===== src/rtl/redux_pkg.sv =====
`default_nettype none
// ============================================================================
// Module   : redux_pkg
// Purpose  : Shared defaults, address widths and FSM state encoding for the
//            2x2 reduction scheduler (redux_sched / redux_addr_gen).
// Revision : 1.0 - initial release
// ============================================================================
package redux_pkg;

  localparam int HEIGHT_DEF = 120;  // source rows (even)
  localparam int WIDTH_DEF  = 160;  // source columns (multiple of 2*LANES)
  localparam int LANES_DEF  = 5;    // parallel reduction lanes

  localparam int RD_AW = 15;        // source address width
  localparam int WR_AW = 13;        // result address width

  typedef enum logic [2:0] {
    ST_IDLE    = 3'd0,
    ST_FETCH   = 3'd1,
    ST_COMPUTE = 3'd2,
    ST_WRITE   = 3'd3,
    ST_DONE    = 3'd4
  } state_t;

endpackage
`default_nettype wire


===== src/rtl/redux_addr_gen.sv =====
`default_nettype none
// ============================================================================
// Module   : redux_addr_gen
// Purpose  : Combinational address generation for the reduction scheduler.
//            rd_addr = (2*row + quad[1]) * WIDTH + 2*(grp*LANES + rd_lane) + quad[0]
//            wr_addr = row * (WIDTH/2) + grp*LANES + wr_lane
// Ports    : row, grp          - output row / lane-group counters
//            rd_lane, rd_quad  - lane and quadrant (0=TL,1=TR,2=BL,3=BR) of the read
//            wr_lane           - lane being written
//            rd_addr, wr_addr  - source and result addresses
// Revision : 1.0 - initial release
// ============================================================================
module redux_addr_gen
  import redux_pkg::*;
#(
  parameter int WIDTH  = WIDTH_DEF,
  parameter int LANES  = LANES_DEF,
  parameter int ROW_W  = 6,
  parameter int GRP_W  = 4,
  parameter int LANE_W = 3
) (
  input  logic [ROW_W-1:0]  row,
  input  logic [GRP_W-1:0]  grp,
  input  logic [LANE_W-1:0] rd_lane,
  input  logic [1:0]        rd_quad,
  input  logic [LANE_W-1:0] wr_lane,
  output logic [RD_AW-1:0]  rd_addr,
  output logic [WR_AW-1:0]  wr_addr
);

  logic [31:0] src_row;
  logic [31:0] src_col;
  logic [31:0] out_col;

  always_comb begin
    src_row = 32'(row) * 32'd2 + 32'(rd_quad[1]);
    src_col = (32'(grp) * 32'(LANES) + 32'(rd_lane)) * 32'd2 + 32'(rd_quad[0]);
    out_col = 32'(grp) * 32'(LANES) + 32'(wr_lane);
    rd_addr = RD_AW'(src_row * 32'(WIDTH) + src_col);
    wr_addr = WR_AW'(32'(row) * 32'(WIDTH / 2) + out_col);
  end

endmodule
`default_nettype wire


===== src/rtl/redux_sched.sv =====
`default_nettype none
// ============================================================================
// Module   : redux_sched
// Purpose  : Schedules a 2x2 image reduction over an external LANES-wide
//            datapath: fetches 4 pixels per lane, latches the datapath
//            result, then writes the LANES results to the sink.
// Ports    : clk, rst (sync, active-high), start / busy / done
//            rd_en, rd_addr, rd_data      - source read (1-cycle latency)
//            dp_pix_in, dp_pix_out        - external datapath operands/results
//            wr_en, wr_addr, wr_data, wr_ready - result write handshake
//            stall_cnt                    - only with REDUX_SCHED_STATS_EN
// Options  : `define REDUX_SCHED_STATS_EN adds the stall_cnt output.
// Revision : 1.0 - initial release
// ============================================================================
module redux_sched
  import redux_pkg::*;
#(
  parameter int HEIGHT = HEIGHT_DEF,
  parameter int WIDTH  = WIDTH_DEF,
  parameter int LANES  = LANES_DEF
) (
  input  logic                  clk,
  input  logic                  rst,
  input  logic                  start,
  output logic                  busy,
  output logic                  done,
  output logic                  rd_en,
  output logic [RD_AW-1:0]      rd_addr,
  input  logic [7:0]            rd_data,
  output logic [4*LANES*8-1:0]  dp_pix_in,
  input  logic [LANES*8-1:0]    dp_pix_out,
  output logic                  wr_en,
  output logic [WR_AW-1:0]      wr_addr,
  output logic [7:0]            wr_data,
  input  logic                  wr_ready
`ifdef REDUX_SCHED_STATS_EN
  ,
  output logic [15:0]           stall_cnt
`endif
);

  localparam int ROWS   = HEIGHT / 2;
  localparam int GROUPS = WIDTH / (2 * LANES);
  localparam int ROW_W  = (ROWS > 1) ? $clog2(ROWS) : 1;
  localparam int GRP_W  = (GROUPS > 1) ? $clog2(GROUPS) : 1;
  localparam int LANE_W = (LANES > 1) ? $clog2(LANES) : 1;

  state_t                 state_q, state_d;
  logic [ROW_W-1:0]       row_q, row_d;
  logic [GRP_W-1:0]       grp_q, grp_d;
  logic [LANE_W-1:0]      rd_lane_q, rd_lane_d;
  logic [1:0]             rd_quad_q, rd_quad_d;
  logic                   rd_issued_q, rd_issued_d;  // all reads of the group issued
  logic                   cap_vld_q, cap_vld_d;      // a read is returning this cycle
  logic [LANE_W-1:0]      cap_lane_q, cap_lane_d;
  logic [1:0]             cap_quad_q, cap_quad_d;
  logic [LANE_W-1:0]      wr_lane_q, wr_lane_d;
  logic [4*LANES*8-1:0]   pix_q, pix_d;
  logic [LANES*8-1:0]     res_q, res_d;
  logic [31:0]            cap_idx;
`ifdef REDUX_SCHED_STATS_EN
  logic [15:0]            stall_q, stall_d;
  assign stall_cnt = stall_q;
`endif

  redux_addr_gen #(
    .WIDTH  (WIDTH),
    .LANES  (LANES),
    .ROW_W  (ROW_W),
    .GRP_W  (GRP_W),
    .LANE_W (LANE_W)
  ) u_addr_gen (
    .row     (row_q),
    .grp     (grp_q),
    .rd_lane (rd_lane_q),
    .rd_quad (rd_quad_q),
    .wr_lane (wr_lane_q),
    .rd_addr (rd_addr),
    .wr_addr (wr_addr)
  );

  assign dp_pix_in = pix_q;
  assign wr_data   = res_q[wr_lane_q*8 +: 8];

  always_comb begin
    state_d     = state_q;
    row_d       = row_q;
    grp_d       = grp_q;
    rd_lane_d   = rd_lane_q;
    rd_quad_d   = rd_quad_q;
    rd_issued_d = rd_issued_q;
    wr_lane_d   = wr_lane_q;
    pix_d       = pix_q;
    res_d       = res_q;
`ifdef REDUX_SCHED_STATS_EN
    stall_d     = stall_q;
`endif
    rd_en       = 1'b0;
    wr_en       = 1'b0;
    busy        = 1'b0;
    done        = 1'b0;

    // Returning read data is captured regardless of state so that only the
    // capture pipeline (cleared by reset) decides what is kept.
    cap_idx = 32'(cap_quad_q) * 32'(LANES) + 32'(cap_lane_q);
    if (cap_vld_q) begin
      pix_d[cap_idx*8 +: 8] = rd_data;
    end

    case (state_q)
      ST_IDLE: begin
        if (start) begin
          state_d     = ST_FETCH;
          row_d       = '0;
          grp_d       = '0;
          rd_lane_d   = '0;
          rd_quad_d   = '0;
          rd_issued_d = 1'b0;
          wr_lane_d   = '0;
`ifdef REDUX_SCHED_STATS_EN
          stall_d     = '0;
`endif
        end
      end

      ST_FETCH: begin
        busy = 1'b1;
        if (!rd_issued_q) begin
          rd_en     = 1'b1;
          rd_quad_d = rd_quad_q + 2'd1;
          if (rd_quad_q == 2'd3) begin
            if (rd_lane_q == LANE_W'(LANES - 1)) begin
              rd_lane_d   = '0;
              rd_issued_d = 1'b1;
            end else begin
              rd_lane_d = rd_lane_q + LANE_W'(1);
            end
          end
        end
        // Leave once the final (last lane, BR) read is being captured.
        if (cap_vld_q && cap_quad_q == 2'd3 && cap_lane_q == LANE_W'(LANES - 1)) begin
          state_d = ST_COMPUTE;
        end
      end

      ST_COMPUTE: begin
        busy        = 1'b1;
        res_d       = dp_pix_out;
        rd_issued_d = 1'b0;
        wr_lane_d   = '0;
        state_d     = ST_WRITE;
      end

      ST_WRITE: begin
        busy  = 1'b1;
        wr_en = 1'b1;
        if (wr_ready) begin
          if (wr_lane_q == LANE_W'(LANES - 1)) begin
            wr_lane_d = '0;
            if (grp_q == GRP_W'(GROUPS - 1)) begin
              grp_d = '0;
              if (row_q == ROW_W'(ROWS - 1)) begin
                state_d = ST_DONE;
              end else begin
                row_d   = row_q + ROW_W'(1);
                state_d = ST_FETCH;
              end
            end else begin
              grp_d   = grp_q + GRP_W'(1);
              state_d = ST_FETCH;
            end
          end else begin
            wr_lane_d = wr_lane_q + LANE_W'(1);
          end
        end
`ifdef REDUX_SCHED_STATS_EN
        else if (stall_q != 16'hFFFF) begin
          stall_d = stall_q + 16'd1;
        end
`endif
      end

      ST_DONE: begin
        done    = 1'b1;
        state_d = ST_IDLE;
      end

      default: state_d = ST_IDLE;
    endcase

    cap_vld_d  = rd_en;
    cap_lane_d = rd_lane_q;
    cap_quad_d = rd_quad_q;
  end

  always_ff @(posedge clk) begin
    if (rst) begin
      state_q     <= ST_IDLE;
      row_q       <= '0;
      grp_q       <= '0;
      rd_lane_q   <= '0;
      rd_quad_q   <= '0;
      rd_issued_q <= 1'b0;
      cap_vld_q   <= 1'b0;
      cap_lane_q  <= '0;
      cap_quad_q  <= '0;
      wr_lane_q   <= '0;
      pix_q       <= '0;
      res_q       <= '0;
`ifdef REDUX_SCHED_STATS_EN
      stall_q     <= '0;
`endif
    end else begin
      state_q     <= state_d;
      row_q       <= row_d;
      grp_q       <= grp_d;
      rd_lane_q   <= rd_lane_d;
      rd_quad_q   <= rd_quad_d;
      rd_issued_q <= rd_issued_d;
      cap_vld_q   <= cap_vld_d;
      cap_lane_q  <= cap_lane_d;
      cap_quad_q  <= cap_quad_d;
      wr_lane_q   <= wr_lane_d;
      pix_q       <= pix_d;
      res_q       <= res_d;
`ifdef REDUX_SCHED_STATS_EN
      stall_q     <= stall_d;
`endif
    end
  end

endmodule
`default_nettype wire

===== config.mk =====
export PLATFORM = sky130hd
export DESIGN_NAME = redux_sched
export DESIGN_NICKNAME = d
export VERILOG_FILES = /design/src/rtl/redux_pkg.sv /design/src/rtl/redux_addr_gen.sv /design/src/rtl/redux_sched.sv
export SDC_FILE = /design/constraint.sdc
export NUM_CORES = 1
export LEC_CHECK = 0
export ABC_AREA = 1
export ABC_CLOCK_PERIOD_IN_PS = 10250
export CAP_MARGIN = 30
export CORE_MARGIN = 1
export CORE_UTILIZATION = 35
export DETAILED_ROUTE_END_ITERATION = 7
export PLACE_DENSITY_LB_ADDON = 0.08
export RECOVER_POWER = 25
export SYNTH_ARGS = -nofsm -noshare
export SYNTH_HDL_FRONTEND = slang
export SYNTH_SLANG_ARGS = --single-unit

===== constraint.sdc =====
create_clock -name clk -period 10.25 [get_ports clk]
set_clock_uncertainty 0.1 [all_clocks]
set_input_delay 1.5375 -clock clk [delete_from_list [all_inputs] [get_ports clk]]
set_output_delay 1.5375 -clock clk [all_outputs]
set_load 0.03 [all_outputs]

== Word level (Yosys, flattened, before mapping) ==
Cells that the tools add are included.
Operators by class
  $mul: 4
  mux-type cells: 40
  shifts and indexed selects: 3
  add/subtract/negate cells: 13
  equality and inequality tests: 19
  reductions and logical operators: 15
Operators with widths (number)
  $bwmux 160: 1
  $shift 8x34->160 const A: 1
  $shiftx 8x34->160: 1
  $shiftx 40x7->8: 1
  $mux 3: 12
  $neg 9->34: 1
  $mul 32x3->10 const B: 1
  $mux 6: 5
  $add 7x3->8: 2
  $mux 4: 4
  $ne 2x2->1 const B: 8
  $add 15x1->15: 1
  $add 15x15->15: 1
  $add 13x13->13: 1
  $eq 3x3->1 const B: 4
  $pmux 3 s4: 1
  $pmux 6 s2: 1
  $reduce_and 4->1: 3
  $mul 6x3->9 const B: 1
  $mux 1: 9
  $pmux 3 s3: 1
  $add 7x1->8: 1
  $pmux 4 s2: 1
  $mul 4x3->7 const B: 1
  other kinds (23): 31
Storage, ports and cells
  bits in registers: 228
  output and inout port bits: 200
  bits of input ports: 52
  logic and storage cells: 106

== Longest topological paths before layout ==
Gate-level depths: netlist (run 1).
  word-level depth: 6
  depth in mapped cells: 17

== Hierarchy ==
From an unflattened synthesis (run 1), not the netlist that was laid out.
Second synthesis, totals
  cell total of the unflattened synthesis: 1927
  area total of the unflattened synthesis: 12664.6 µm²
By module, submodules not included
  redux_sched: sequential area each 4564.4 µm², instances 1, area an instance 11319.6 µm², cells an instance 1710
  redux_addr_gen: sequential area each 0.0 µm², instances 1, area an instance 1345.0 µm², cells an instance 217

== Worst setup path before layout (run 1) ==
No wires, ideal clock.
  path kind: register to output
  start point: register grp_q[1]
  end point: output wr_addr[12]
  cell stages (with the launch flop): 16
  path slack: 5.311 ns
  arrival time: 3.301 ns
  required time: 8.613 ns
  path buffers: 0
  cell sequence: dfxtp_1 -> ha_1 -> ha_1 -> fa_1 -> xnor2_1 -> nor2_1 -> nand2_1 -> xor2_1 -> inv_1 -> ha_1 -> nand3_1 -> nand3_1 -> nand2_1 -> nor2_1 -> nand2_1 -> o21ai_0
On the way
  longest elaborated chain between the ends: 3
RTL lines
  from (decl): line redux_sched.sv:50  | logic [GRP_W-1:0] grp_q, grp_d;
  from (signal assigned): line redux_sched.sv:216  | grp_q <= grp_d;
  $mul 4x3->7: line redux_addr_gen.sv:38  | out_col = 32'(grp) * 32'(LANES) + 32'(wr_lane);
  $add 7x3->8: line redux_addr_gen.sv:38
  $add 13x13->13: line redux_addr_gen.sv:40  | wr_addr = WR_AW'(32'(row) * 32'(WIDTH / 2) + out_col);
  to (decl): line redux_sched.sv:33  | output logic [WR_AW-1:0] wr_addr,
Every way passes these cells.

==> metrics.txt, run 1 <==
FF-to-FF End dp_pix_in[114]; kind of critical path input port to flip-flop; layout cell share with drive strength beyond 1 4.405%; Slowest-stage cell, CP clkinvlp_2; R2R cell count 13; Crit Path Max Fanout 88; Core Rows 68; # fillers 3,610; final core occ 46.25%; RSZ-0062 raised after global routing false; CTS sink count 228; post-synthesis sequential area ratio 36.96%; peak supply drop 0.1863 mV; WHS Endpoint res_q[37]; P_int 0.001855 W; Finished Layout Cells 2,566; Reg power frac 32.2%; CTS buffer count 28; crit path DAT 7.94 ns; Cell Count Post-Placement 2,517; Cell Area, Synth 12,350 µm²; fmax 131.3 MHz; run status finished with violations; Post-Syn Area per Cell 6.520 µm²; grt met2 use 35.01%; H-tree depth 1; CP required 10.57 ns; die area 36,040 µm²; CTS tree done; number of I/O pins 252; Die H 189.8 µm; power per cell area 197.8 nW/µm²; DRC 0; Post-CTS Hold Fix Bufs 0; R2R Setup Slk 5.29 ns; Hold Crit Class flip-flop to flip-flop; Post-CTS Resized 0; global-route wire length before repair 59.96 mm; core area 34,630 µm²; Vias/cell 4.650; failing checks max-capacitance violations, max-slew violations; critical path capture point type flip-flop; antenna fix cells 0; Slew @ Worst Pin 2.884 ns; Max-slew headroom -93.33%; Pleak 7.159 nW; clk slew on worst S/H paths 0.06 ns; DRT Wirelength 38.12 mm; vias in the first global route 11,230; Slew Limit Fails 126; NumNets Final 2,195; area occupied by multi-input gates 6399 µm²; routed len/inst 14.86 µm; Combinational Power Share 37.6%; Cell Chain, Critical Path dlygate4sd3_1 -> clkbuf_1 -> clkinvlp_2 -> buf_4 -> buf_16 -> nand2_1 -> nor2_1; switching power 0.001313 W; minimum clock period 7.615 ns; met3 Usage GRT 4.870%; FF/Latch Area 4564 µm²; DRT iter0 DRCs 730; Sw Share 41.45%; Routed Antenna Nets 0; grt total ovfl 0; CP Launch Type input port; GR peak layer met2; Vias 11,930; met1 Track Usage GR 26.47%; initial antenna violation count 0; Max Buffers Root-to-Sink 3; #FFs+latches synth 228; Synth Net Count 1,997; largest net degree at the start of global routing 89; setup tns final 0 ns; die width 189.8 µm; Max-cap violations 2; final-report hold violation count 0; Worst-Skew Late Latency 0.54 ns; RR Startpoint cap_quad_q[0]; Setup Buffers After CTS 0; max incr delay on CP 3.05 ns; Cells after Synth 1,894; CTS root buffer clkbuf_16; hold depth 2; Yosys cell types 40; drt pass-1 iters 7; Area Overhead vs Synth 29.71%; Critical Path Source rst; hold_sp res_q[37]; Clock power frac 30.2%; GRT Total Usage 20.77%; Initial Util 35.66%; Pwr Total 0.003168 W; final weighted congestion of routability-driven global placement 0.8291; period utilization 74.29%; setup violators final 0; Ys Warns 0; number of port buffers 251; final HPWL from detailed placement 27.27 mm
==> metal layers <==
| layer | vias to the layer above | routed length (µm) | part of all wire [%] |
|---|---|---|---|
| met5 | - | 0 | 0 |
| met4 | 0 | 766 | 2.0 |
| met3 | 55 | 2675 | 7.0 |
| met2 | 271 | 17630 | 46 |
| met1 | 5297 | 17050 | 45 |
| li1 | 6308 | - | - |
==> cell type report <==
type	count	area share (%)
clock buffer	40	5.031
timing repair buffer	260	16.21
sequential	228	28.50
inverter	265	6.218
multi-input combinational	1309	39.95
tap	455	3.554
clock inverter	9	0.5390
==> cells in the mapped netlist (all sizes together) <==
master / count / area (µm²)
nand2: 436 / 1662
nor2: 393 / 1534
inv: 263 / 987.2
dfxtp: 228 / 4564
a21oi: 97 / 485.5
o21ai: 94 / 470.5
nand3: 84 / 452.9
nand4: 69 / 462.9
buf: 46 / 234.0
clkbuf: 46 / 172.7
ha: 43 / 538.0
nor3: 30 / 160.2
xor2: 25 / 219.0
xnor2: 12 / 112.6
fa: 8 / 160.2
a211oi: 4 / 30.03
or2: 4 / 25.02
a31oi: 2 / 12.51
clkinv: 2 / 7.510
o21bai: 2 / 15.01
nand3b: 1 / 7.510
nor3b: 1 / 7.510
nor4: 1 / 6.260
o211ai: 1 / 7.510
o31ai: 1 / 7.510
or3: 1 / 6.260
==> registers in the layout (all words and copies together), names as in the netlist, 2 cells and up <==
register    flops
wr_lane_q       3
grp_q           4
cap_lane_q      3
state_q         3
cap_quad_d      2
row_q           6
res_q          40
cap_quad_q      2
dp_pix_in     160
cap_lane_d      3
==> stage by stage <==
stage,setup slack [ns],cell area [µm²],hold slack (ns)
after floorplan,5.311,12350,0.3244
after global placement,4.807,15090,0.3341
after detailed placement,4.699,15130,0.3391
after CTS,4.108,16020,0.3480
after global routing,2.107,16020,0.3815
final,2.635,16020,0.3472
==> logic make-up after synthesis <==
| family | after synthesis | share of synthesized area [%] |
|---|---|---|
| XOR/XNOR | 37 | 2.685 |
| flip-flops | 228 | 36.96 |
| buffers and inverters | 357 | 11.35 |
| AND/OR/NAND/NOR | 1020 | 35.02 |
| AO/OA/AOI/OAI | 201 | 8.329 |
| adder cells (fa/ha/maj) | 51 | 5.654 |
==> power by group through the flow <==
stage	clock [W]	sequential (W)	combinational, W
2_1_floorplan	0	0.00102	0.000824
3_3_place_gp	0	0.00104	0.00117
3_5_place_dp	0	0.00104	0.00118
4_1_cts	0.000985	0.00102	0.00119
5_1_grt	0.00102	0.00103	0.00131
6_report	0.000957	0.00102	0.00119
==> worst max path at each step <==
stage                               end  slack (ns)  cells past startpoint
after global placement      rd_addr[13]        4.81                     15
final                     dp_pix_in[41]        2.64                      7
after detailed placement    rd_addr[13]        4.70                     16
after floorplan             wr_addr[12]        5.31                     15
after global routing      dp_pix_in[41]        2.11                      7
after CTS                   rd_addr[13]        4.11                     16
==> critical path: cells and delay by family <==
family        cells  cell delay (ns)
buf+inv           5             6.16
simple gates      2             0.16
==> cell usage in the layout, fill, tap and decap left out, drive strengths merged <==
| master | count |
|---|---|
| a211oi | 4 |
| a21oi | 97 |
| a31oi | 2 |
| buf | 8 |
| bufinv | 1 |
| clkbuf | 41 |
| clkdlybuf4s50 | 193 |
| clkinv | 9 |
| clkinvlp | 3 |
| dfxtp | 228 |
| dlygate4sd3 | 58 |
| fa | 8 |
| ha | 43 |
| inv | 261 |
| nand2 | 436 |
| nand3 | 84 |
| nand3b | 1 |
| nand4 | 69 |
| nor2 | 393 |
| nor3 | 30 |
| nor3b | 1 |
| nor4 | 1 |
| o211ai | 1 |
| o21ai | 94 |
| o21bai | 2 |
| o31ai | 1 |
| or2 | 4 |
| or3 | 1 |
| xnor2 | 12 |
| xor2 | 25 |
(Power assumes the default switching activity.)
==> run 2, diff against run 1 <==
- ABC_CLOCK_PERIOD_IN_PS: 10250 -> 7250
- clock period: 10.25 -> 7.25 ns (I/O delays scaled with it)
==> run 2 against run 1 <==
- the flow still finishes with violations (max-capacitance violations, max-slew violations)
- sequential cell count unchanged
- first-iteration DRC count down 27%
- setup slack worse by 1.0 ns
- worst hold slack worse by 0.00098 ns
- power up 44%
- non-clock buffer count up 1
- critical path type is now flip-flop to primary output
- largest cell class unchanged
- highest routed layer unchanged
==> metrics.txt, run 2 (synthesis gave the netlist of run 1 again) <==
Core Rows 68; die width 189.8 µm; grt total ovfl 0; Pwr Total 0.004571 W; Vias 12,140; layout cell share with drive strength beyond 1 4.591%; initial antenna violation count 0; clk slew on worst S/H paths 0.06 ns; Cell Chain, Critical Path ha_1 -> ha_1 -> fa_1 -> xnor2_1 -> xor2_1 -> inv_1 -> fa_1 -> nand2_1 -> nand2_1 -> a21oi_1 -> or2_2 -> nor2_1 -> nand2_1 -> xnor2_1 -> clkdlybuf4s50_1; CTS buffer count 28; Max-slew headroom -21.63%; hold depth 2; Vias/cell 4.727; Worst-Skew Late Latency 0.54 ns; setup violators final 0; CP required 6.06 ns; run status finished with violations; minimum clock period 5.642 ns; Max Buffers Root-to-Sink 3; Max-cap violations 1; Slew Limit Fails 37; peak supply drop 0.2216 mV; Slowest-stage cell, CP clkdlybuf4s50_1; kind of critical path flip-flop to primary output; period utilization 77.82%; Initial Util 35.66%; global-route wire length before repair 60.34 mm; die area 36,040 µm²; number of port buffers 251; crit path DAT 4.45 ns; CP Launch Type flip-flop; max reg flops 160; Area Overhead vs Synth 30.20%; leading cell type in the layout, fill and taps excluded nand2_1; Hold Crit Class flip-flop to flip-flop; final weighted congestion of routability-driven global placement 0.8429; Worst path most repeated cell nand2_1; Post-CTS Resized 0; Setup Buffers After CTS 0; R2R cell count 11; Slew @ Worst Pin 1.824 ns; vias in the first global route 11,350; setup tns final 0 ns; commonest cells after routing, fill and taps aside nand2_1 (428), nor2_1 (385), inv_1 (254); critical path capture point type primary output; Post-CTS Hold Fix Bufs 0; H-tree depth 1; NumNets Final 2,196; critical path depth 15; core area 34,630 µm²; fmax 177.2 MHz; buffers and inverters on the worst path 2; Pleak 7.325 nW; max incr delay on CP 0.69 ns; CTS sink count 228; final HPWL from detailed placement 27.46 mm; Routed Antenna Nets 0; DRT Wirelength 38.27 mm; CTS tree done; antenna fix cells 0; crit-path leading delay family adder cells; routed len/inst 14.90 µm; RSZ-0062 raised after global routing false; final-report hold violation count 0; failing checks max-capacitance violations, max-slew violations; GRT Total Usage 20.78%; number of I/O pins 252; power per cell area 284.3 nW/µm²; Crit Path Max Fanout 6; DRT iter0 DRCs 532; Die H 189.8 µm; largest net degree at the start of global routing 72; drt pass-1 iters 5; DRC 0; CTS root buffer clkbuf_16
[run 2: cell types whose count changed in the layout (fill, tap and decap cells not counted), moves of 2 or more]
cell	delta
clkdlybuf4s50_1	-35
dlygate4sd3_1	+35
bufinv_16	+2
buf_4	+2
clkbuf_1	-2
clkinv_4	+2
[run 2: cell type report]
type | count | area, µm²
tap | 455 | 569.3
multi-input combinational | 1309 | 6399
clock buffer | 39 | 823.3
sequential | 228 | 4564
timing repair buffer | 261 | 2584
clock inverter | 11 | 140.1
inverter | 265 | 997.2
fill | 3592 | 18550
[run 2: worst reg2reg max path, delay by kind of cell, from the launching register on]
kind	cells	cell delay (ns)
and+or+nand+nor	6	1.86
AOI/OAI and AO/OA	1	0.07
DFF	1	0.33
adders and majority gates	3	1.97
buffers and inverters	1	0.21
[run 2: worst paths after layout]
path                   endpoint  slack, ns           from
setup / recovery    rd_addr[13]       1.61       grp_q[1]
setup reg to reg  dp_pix_in[53]       2.50  cap_quad_q[0]
hold / removal        res_q[36]       0.35      res_q[36]
hold reg to reg       res_q[36]       0.35      res_q[36]
[run 2: through the flow]
stage	worst slack [ns]	hold WS, ns	area [µm²]	utilization (%)	cells
after floorplan	2.761	0.3244	12350	-	1894
after global placement	2.269	0.3341	15110	43.63	2517
after detailed placement	2.211	0.3395	15110	43.63	2517
after CTS	1.629	0.3486	16070	46.42	2567
after global routing	1.308	0.3647	16080	46.43	2568
final	1.608	0.3462	16080	46.43	2568
[run 2: report_power, final]
group	leakage [nW]	internal [W]	switching (W)
logic	5.01	0.000454	0.00122
clock network	0.476	0.000894	0.000561
registers	1.84	0.00136	0.0000790
[run 2: per-layer routing]
metal  up-vias  track usage [%]  wire (µm)
met1      5462            26.44      16970
li1       6314                -          -
met5         -                0          0
met2       295            35.19      17870
met3        68            4.187       2373
met4         0            6.203       1052
==> run 3, diff against run 2 <==
- ABC_CLOCK_PERIOD_IN_PS: 7250 -> 4900
- clock period: 7.25 -> 4.9 ns (I/O delays scaled with it)
==> run 3 against run 2 <==
- the flow still finishes with violations (max-capacitance violations, max-slew violations)
- clock-buffer cell count did not move
- clock power increased by 51%
- non-clock buffer count is 17 higher
- via count rose by 0.40%
- largest power group unchanged
- highest routed layer unchanged
==> metrics.txt, run 3 (synthesis gave the netlist of run 1 again) <==
final HPWL from detailed placement 27.58 mm; Clock power frac 32.0%; number of port buffers 251; NumNets Final 2,213; CTS root buffer clkbuf_16; # fillers 3,534; CTS sink count 228; P_int 0.004120 W; hold slack 0.3463 ns; Sw Share 40.30%; die area 36,040 µm²; max reg flops 160; Vias 12,190; Pleak 7.364 nW; vias in the first global route 11,320; H-tree depth 1; routed len/inst 14.76 µm; Setup Buffers After CTS 0; RSZ-0062 raised after global routing true; period utilization 95.97%; final weighted congestion of routability-driven global placement 0.8756; failing checks max-capacitance violations, max-slew violations; Combinational Power Share 37.5%; clk slew on worst S/H paths 0.06 ns; minimum clock period 4.703 ns; Die H 189.8 µm; largest net degree at the start of global routing 92; Reg power frac 30.5%; antenna fix cells 0; GRT Total Usage 20.84%; buffers and inverters on the worst path 1; Hold Crit Class flip-flop to flip-flop; Worst-Skew Late Latency 0.54 ns; Area Overhead vs Synth 31.42%; global-route wire length before repair 60.34 mm; Slew Limit Fails 37; Pwr Total 0.006901 W; FF/Latch Area 4564 µm²; run status finished with violations; DRC 0; R2R Setup Slk 1.03 ns; DRT Wirelength 38.16 mm; CTS buffer count 28; core area 34,630 µm²; DRT iter0 DRCs 746; leading cell type in the layout, fill and taps excluded nand2_1; setup violators final 0; Vias/cell 4.713; layout cell share with drive strength beyond 1 5.960%; peak supply drop 0.4310 mV; power per cell area 425.3 nW/µm²; Worst path most repeated cell nand2_1; Max-cap violations 1; die width 189.8 µm; placed inst area 15,260 µm²; final-report hold violation count 0; crit path DAT 3.87 ns; fmax 212.6 MHz; design area 16,230 µm²; switching power 0.002781 W; grt total ovfl 0; CTS tree done; number of I/O pins 252; Max Buffers Root-to-Sink 3; commonest cells after routing, fill and taps aside nand2_1 (428), nor2_1 (385), inv_1 (254); CP required 4.07 ns; area occupied by multi-input gates 6419 µm²; final core occ 46.86%; Max-slew headroom -18.77%; Core Rows 68; Initial Util 35.66%; CP Launch Type flip-flop; Routed Antenna Nets 0; critical path capture point type primary output; initial antenna violation count 0; crit-path leading delay family adder cells; Cell Chain, Critical Path ha_1 -> ha_1 -> fa_1 -> nand2_1 -> nor2_1 -> nand2_1 -> xor2_1 -> ha_1 -> nand2_1 -> nand2_1 -> a21oi_2 -> or2_2 -> nor2_1 -> nand2_1 -> xnor2_1 -> buf_2; Slew @ Worst Pin 1.782 ns; drt pass-1 iters 5; Crit Path Max Fanout 4; kind of critical path flip-flop to primary output; Slowest-stage cell, CP fa_1; max incr delay on CP 0.52 ns
-- run 3: timing repair --
item / in CTS / in global routing
hold buffers: 0 / 0
gates resized for setup: 13 / 23
setup endpoints to repair: 10 / 12
hold endpoints to repair: 0 / 0
-- run 3: path summary, 6_finish.rpt --
kind | from | end | cells past startpoint
setup / recovery | grp_q[3] | rd_addr[13] | 16
hold / removal | res_q[35] | res_q[35] | 2
setup reg to reg | cap_quad_q[1] | dp_pix_in[138] | 14
hold reg to reg | res_q[35] | res_q[35] | 2
-- run 3: layout make-up --
| cell class | instances | share of cell area [%] |
|---|---|---|
| clock buffer | 39 | 5.073 |
| clock inverter | 12 | 1.018 |
| inverter | 265 | 6.130 |
| multi-input combinational | 1309 | 39.55 |
| sequential | 228 | 28.13 |
| tap | 455 | 3.508 |
| timing repair buffer | 278 | 16.59 |
-- run 3: power groups by stage --
stage	Clock (W)	Combinational [W]	Sequential [W]
5_1_grt	0.00234	0.00283	0.00212
4_1_cts	0.00226	0.00258	0.00210
6_report	0.00221	0.00259	0.00210
3_3_place_gp	0	0.00256	0.00214
3_5_place_dp	0	0.00257	0.00214
2_1_floorplan	0	0.00172	0.00214
-- run 3: through the flow --
step / instances / setup TNS [ns] / worst slack [ns]
floorplan: 1894 / 0 / 0.7638
global placement: 2534 / 0 / 0.3883
detailed placement: 2535 / 0 / 0.2800
CTS: 2586 / 0 / 0.04336
global route: 2586 / -0.02276 / -0.02276
finish: 2586 / 0 / 0.1972
-- run 3: worst register-to-register path, delay by kind of cell, from the launching register on --
family / cells / cell delay, ns
adder cells (fa/ha/maj): 4 / 1.49
buffers and inverters: 3 / 0.67
flip-flops: 1 / 0.33
AND/OR/NAND/NOR: 7 / 1.16
-- run 3: layer usage --
| metal | share of wire, % | track usage, % | up-vias |
|---|---|---|---|
| li1 | - | - | 6345 |
| met1 | 44 | 26.96 | 5481 |
| met2 | 47 | 35.16 | 307 |
| met3 | 6.6 | 4.151 | 55 |
| met4 | 2.1 | 5.397 | 0 |
| met5 | 0 | 0 | - |
